[config.mk]
export PLATFORM = sky130hd
export DESIGN_NAME = pulse_hold_tx
export DESIGN_NICKNAME = d
export VERILOG_FILES = /design/src/rtl/pulse_hold_tx.sv
export SDC_FILE = /design/constraint.sdc
export NUM_CORES = 1
export LEC_CHECK = 0
export CORE_ASPECT_RATIO = 0.5
export CORE_MARGIN = 4
export CORE_UTILIZATION = 40
export DETAILED_ROUTE_END_ITERATION = 7
export GPL_TIMING_DRIVEN = 0
export PLACE_DENSITY = 0.61
export SKIP_CTS_REPAIR_TIMING = 1
export SYNTH_ARGS = -nofsm -noshare
export SYNTH_HDL_FRONTEND = slang
export SYNTH_SLANG_ARGS = --single-unit
[constraint.sdc]
create_clock -name clk1 -period 3.1 [get_ports clk1]
set_input_delay 0.775 -clock clk1 [delete_from_list [all_inputs] [get_ports clk1]]
set_output_delay 0.775 -clock clk1 [all_outputs]
set_load 0.01 [all_outputs]
[src/rtl/pulse_hold_tx.sv]
// Sender side of a 4-phase req/ack crossing: turns single-cycle events into
// level handshakes and queues events that arrive while a handshake is running.
module pulse_hold_tx #(
  parameter int CNT_W       = 4,
  parameter int SYNC_STAGES = 2,
  parameter int TMO_CYC     = 255
) (
  input  logic             clk1,
  input  logic             rst_n1,
  input  logic             evt_in,
  input  logic             ack_in,
  input  logic             err_clr,
  output logic             req_out,
  output logic             busy,
  output logic [CNT_W-1:0] pending,
  output logic             ovf,
  output logic             tmo_err
);

  localparam int               TMO_W    = $clog2(TMO_CYC + 1);
  localparam logic [TMO_W-1:0] TMO_LAST = TMO_W'(TMO_CYC - 1);
  localparam logic [TMO_W-1:0] TMO_MAX  = '1;
  localparam logic [CNT_W-1:0] PEND_MAX = '1;

  typedef enum logic [1:0] {
    IDLE,
    REQ,
    REL
  } state_t;

  state_t                 state;
  logic [SYNC_STAGES-1:0] ack_sync;
  logic                   ack_s;
  logic [TMO_W-1:0]       tmo_cnt;
  logic                   launch;
  logic                   tmo_hit;
  logic                   ovf_set;

  always_ff @(posedge clk1 or negedge rst_n1) begin
    if (!rst_n1) begin
      ack_sync <= '0;
    end else begin
      ack_sync <= {ack_sync[SYNC_STAGES-2:0], ack_in};
    end
  end

  assign ack_s = ack_sync[SYNC_STAGES-1];

  // A launch starts a new handshake: from IDLE on any work, or straight from
  // REL once the receiver has released, so queued events skip the IDLE cycle.
  always_comb begin
    launch = 1'b0;
    if (state == IDLE) begin
      launch = evt_in || (pending != '0);
    end else if (state == REL) begin
      launch = !ack_s && (pending != '0);
    end
  end

  assign tmo_hit = (state == REQ) && !ack_s && (tmo_cnt == TMO_LAST);
  assign ovf_set = !launch && evt_in && (pending == PEND_MAX);

  always_ff @(posedge clk1 or negedge rst_n1) begin
    if (!rst_n1) begin
      state   <= IDLE;
      req_out <= 1'b0;
      busy    <= 1'b0;
      tmo_cnt <= '0;
    end else begin
      case (state)
        IDLE: begin
          if (launch) begin
            state   <= REQ;
            req_out <= 1'b1;
            busy    <= 1'b1;
            tmo_cnt <= '0;
          end
        end
        REQ: begin
          if (tmo_cnt != TMO_MAX) begin
            tmo_cnt <= tmo_cnt + 1'b1;
          end
          if (ack_s || tmo_hit) begin
            state   <= REL;
            req_out <= 1'b0;
          end
        end
        REL: begin
          if (!ack_s) begin
            if (launch) begin
              state   <= REQ;
              req_out <= 1'b1;
              tmo_cnt <= '0;
            end else begin
              state <= IDLE;
              busy  <= 1'b0;
            end
          end
        end
        default: begin
          state   <= IDLE;
          req_out <= 1'b0;
          busy    <= 1'b0;
        end
      endcase
    end
  end

  // A launch consumes one queued event unless a new one arrives alongside it.
  always_ff @(posedge clk1 or negedge rst_n1) begin
    if (!rst_n1) begin
      pending <= '0;
    end else if (launch) begin
      if ((pending != '0) && !evt_in) begin
        pending <= pending - 1'b1;
      end
    end else if (evt_in && (pending != PEND_MAX)) begin
      pending <= pending + 1'b1;
    end
  end

  always_ff @(posedge clk1 or negedge rst_n1) begin
    if (!rst_n1) begin
      ovf     <= 1'b0;
      tmo_err <= 1'b0;
    end else begin
      ovf     <= ovf_set || (ovf && !err_clr);
      tmo_err <= tmo_hit || (tmo_err && !err_clr);
    end
  end

endmodule

==> impl_metrics.tcl <==
set metrics [dict create \
    vias 916 \
    clkSinkCount 20 \
    tightestPinTransition_ns 0.8960 \
    fmax_mhz 359.9 \
    antenna_found_initial 0 \
    rrSetupSlack_ns 0.32 \
    multi_input_area_um2 574.3 \
    dieArea_mm2 0.003794 \
    period_needed_ns 2.779 \
    drcViolationCount 0 \
    cp_max_fo 8 \
    fin_util_pct 51.01 \
    wire_per_inst_um 13.51 \
    relSlewSlack_pct 40.08 \
    ir_drop_uv 381.3 \
    numCtsBuffers 3 \
    drive_above_1_share_pct 11.72 \
    setup_tns_ns 0 \
    synthArstFlopShare_pct 100.0 \
    nets 138 \
    finalMaxSlewViolations 0 \
    coreArea_mm2 0.002651 \
    ff2ff_path_depth 9 \
    clk_path_buf_depth 2 \
    syn2layout_area_growth_pct 19.58 \
    place_hpwl_um 1675 \
    cp-end-kind "flop" \
    grt_pass1_vias 814 \
    start_util_pct 42.66 \
    holdPathStages 0 \
    io_pins 13 \
    globalRouteTotalUtil_pct 13.21 \
    syn_inst 112 \
    syn_nets 121 \
    cp-endpoint "pending[3]" \
    routed_via_density 5.552 \
    rsz0062_at_grt "no" \
    routed_wl_um 2229 \
    regArea_um2 500.5 \
    netlist_area_mm2 0.001131 \
    leakage_nw 0.5482 \
    ys_seq_elements 20 \
    cts_root_buf "clkbuf_8" \
    setup.worst_path.start "pending[3]" \
    worst_slack_ns 0.3213 \
    place.gp.congestion 0.7849 \
    final_cells 165 \
    timing_worst_setup_path_type "reg2reg" \
    first_iter_violations 29 \
    required_ns 3.25 \
    hold_path_class "reg2reg" \
    die_y_um 45.60 \
    grt_pass1_wl_um 3891 \
    start_kind "flop" \
    grt_start_max_net_pins 21 \
    worstPathArrival_ns 2.93 \
    ys.flop_type "dfrtp_1" \
    skew_ns 0.001666 \
    synth-edff-count 0 \
    cts_tree "yes" \
    synth.avg_cell_area_um2 10.10 \
    r2r_start "pending[3]" \
    place_ws_ns 0.1165 \
    std_cell_rows 13 \
    dp.cells 161 \
    htreeDepth 1 \
    io_buffers 12 \
    fillers 244 \
    finalSetupViolCount 0 \
    hold_viol 0 \
    outcome "finished, final reports clean" \
    diodes 0 \
    seq_area_frac_synth_pct 44.25 \
    overflow 0 \
    drv_cap 0 \
    first_pass_iters 4 \
    worst_r2r_endpoint "pending[3]" \
    clk_pin_slew_worst_paths_ns 0.08 \
    p_per_area_mw_per_mm2 987.2 \
    synth.distinct_cells 45 \
    dieWidth_um 83.20 \
    ant_nets 0 \
    yosysWarnings 0 \
    clock_latency_ns 0.26 \
    fin_crit_sh_pct 89.64 \
]
==> sequential cells by signal, summed over array words and instances (netlist names) <==
name / count
tmo_cnt: 8
ack_sync: 2
req_out: 1
pending: 4
state: 2
ovf: 1
busy: 1
tmo_err: 1
==> cell families after synthesis <==
family / count (synthesis) / synth area share, %
buffers and inverters: 13 / 4.978
AOI/OAI and AO/OA: 34 / 24.45
xor gates and xnor gates: 2 / 1.549
DFF: 20 / 44.25
adders and majority gates: 4 / 4.425
muxes: 3 / 2.876
and+or+nand+nor: 36 / 17.48
==> power breakdown <==
group          switching (mW)  internal [mW]  leakage (nW)
combinational           0.391          0.329         0.264
clock                  0.0893          0.113        0.0288
sequential             0.0737          0.339         0.255
total                   0.554          0.781         0.548
==> layer usage <==
metal	track usage, %	wire (um)	vias to the layer above
met4	3.909	22	0
met3	4.332	98	4
li1	-	-	450
met5	0	0	-
met1	16.76	1116	442
met2	22.13	992	20
==> cells in the mapped netlist, drive strengths merged, types with 3 or more instances <==
| library cell | instances | area (um^2) |
|---|---|---|
| nand2 | 6 | 22.52 |
| clkbuf | 4 | 15.01 |
| ha | 4 | 50.05 |
| nand3 | 6 | 30.03 |
| a21oi | 8 | 43.79 |
| o31ai | 3 | 22.52 |
| nand4 | 3 | 18.77 |
| nor2 | 6 | 22.52 |
| dfrtp | 20 | 500.5 |
| inv | 8 | 30.03 |
| nand2b | 4 | 25.02 |
| o21ai | 7 | 35.03 |
==> layout by cell type (no fill, tap or decap), types with 6 or more instances in the layout <==
cell type,synthesis,layout
nand2_1,6,6
inv_1,7,7
nand3_1,6,6
nor2_1,6,6
dfrtp_1,20,20
clkdlybuf4s50_1,0,12
a21oi_1,7,7
o21ai_0,6,6
==> critical path, stage by stage (launching register included) <==
cell and delay [ns]:
dfrtp_1 0.38, clkbuf_1 0.18, or4_4 0.56, a22oi_4 0.36, inv_2 0.15, ha_1 0.34, o21ai_0 0.12, a21oi_1 0.10
mux2_2 0.28, a2111oi_2 0.20
==> metrics by stage <==
| stage | total power, mW | hold WS [ns] | cell area, um^2 |
|---|---|---|---|
| global placement | 1.124 | 0.3367 | 1297 |
| finish | 1.335 | 0.3647 | 1353 |
| CTS | 1.343 | 0.3675 | 1353 |
| floorplan | 0.9323 | 0.3312 | 1131 |
| global route | 1.446 | 0.3912 | 1353 |
| detailed placement | 1.138 | 0.3504 | 1297 |
==> how the worst min path moves through the flow <==
stage	from	end	slack, ns
finish	ack_sync[0]	ack_sync[1]	0.36
global route	ack_sync[0]	ack_sync[1]	0.39
CTS	ack_sync[0]	ack_sync[1]	0.37
detailed placement	ack_sync[0]	ack_sync[1]	0.35
global placement	ack_sync[0]	ack_sync[1]	0.34
floorplan	ack_sync[0]	ack_sync[1]	0.33
==> final cells by class <==
type	count	area share (%)
clock buffers	4	4.070
inverters	8	2.220
plain buffers	5	1.943
multi-input cells	79	42.46
well taps	37	3.423
flip-flops and latches	20	37.00
repair buffers	12	8.881
Power figures use the tool's default switching activity.
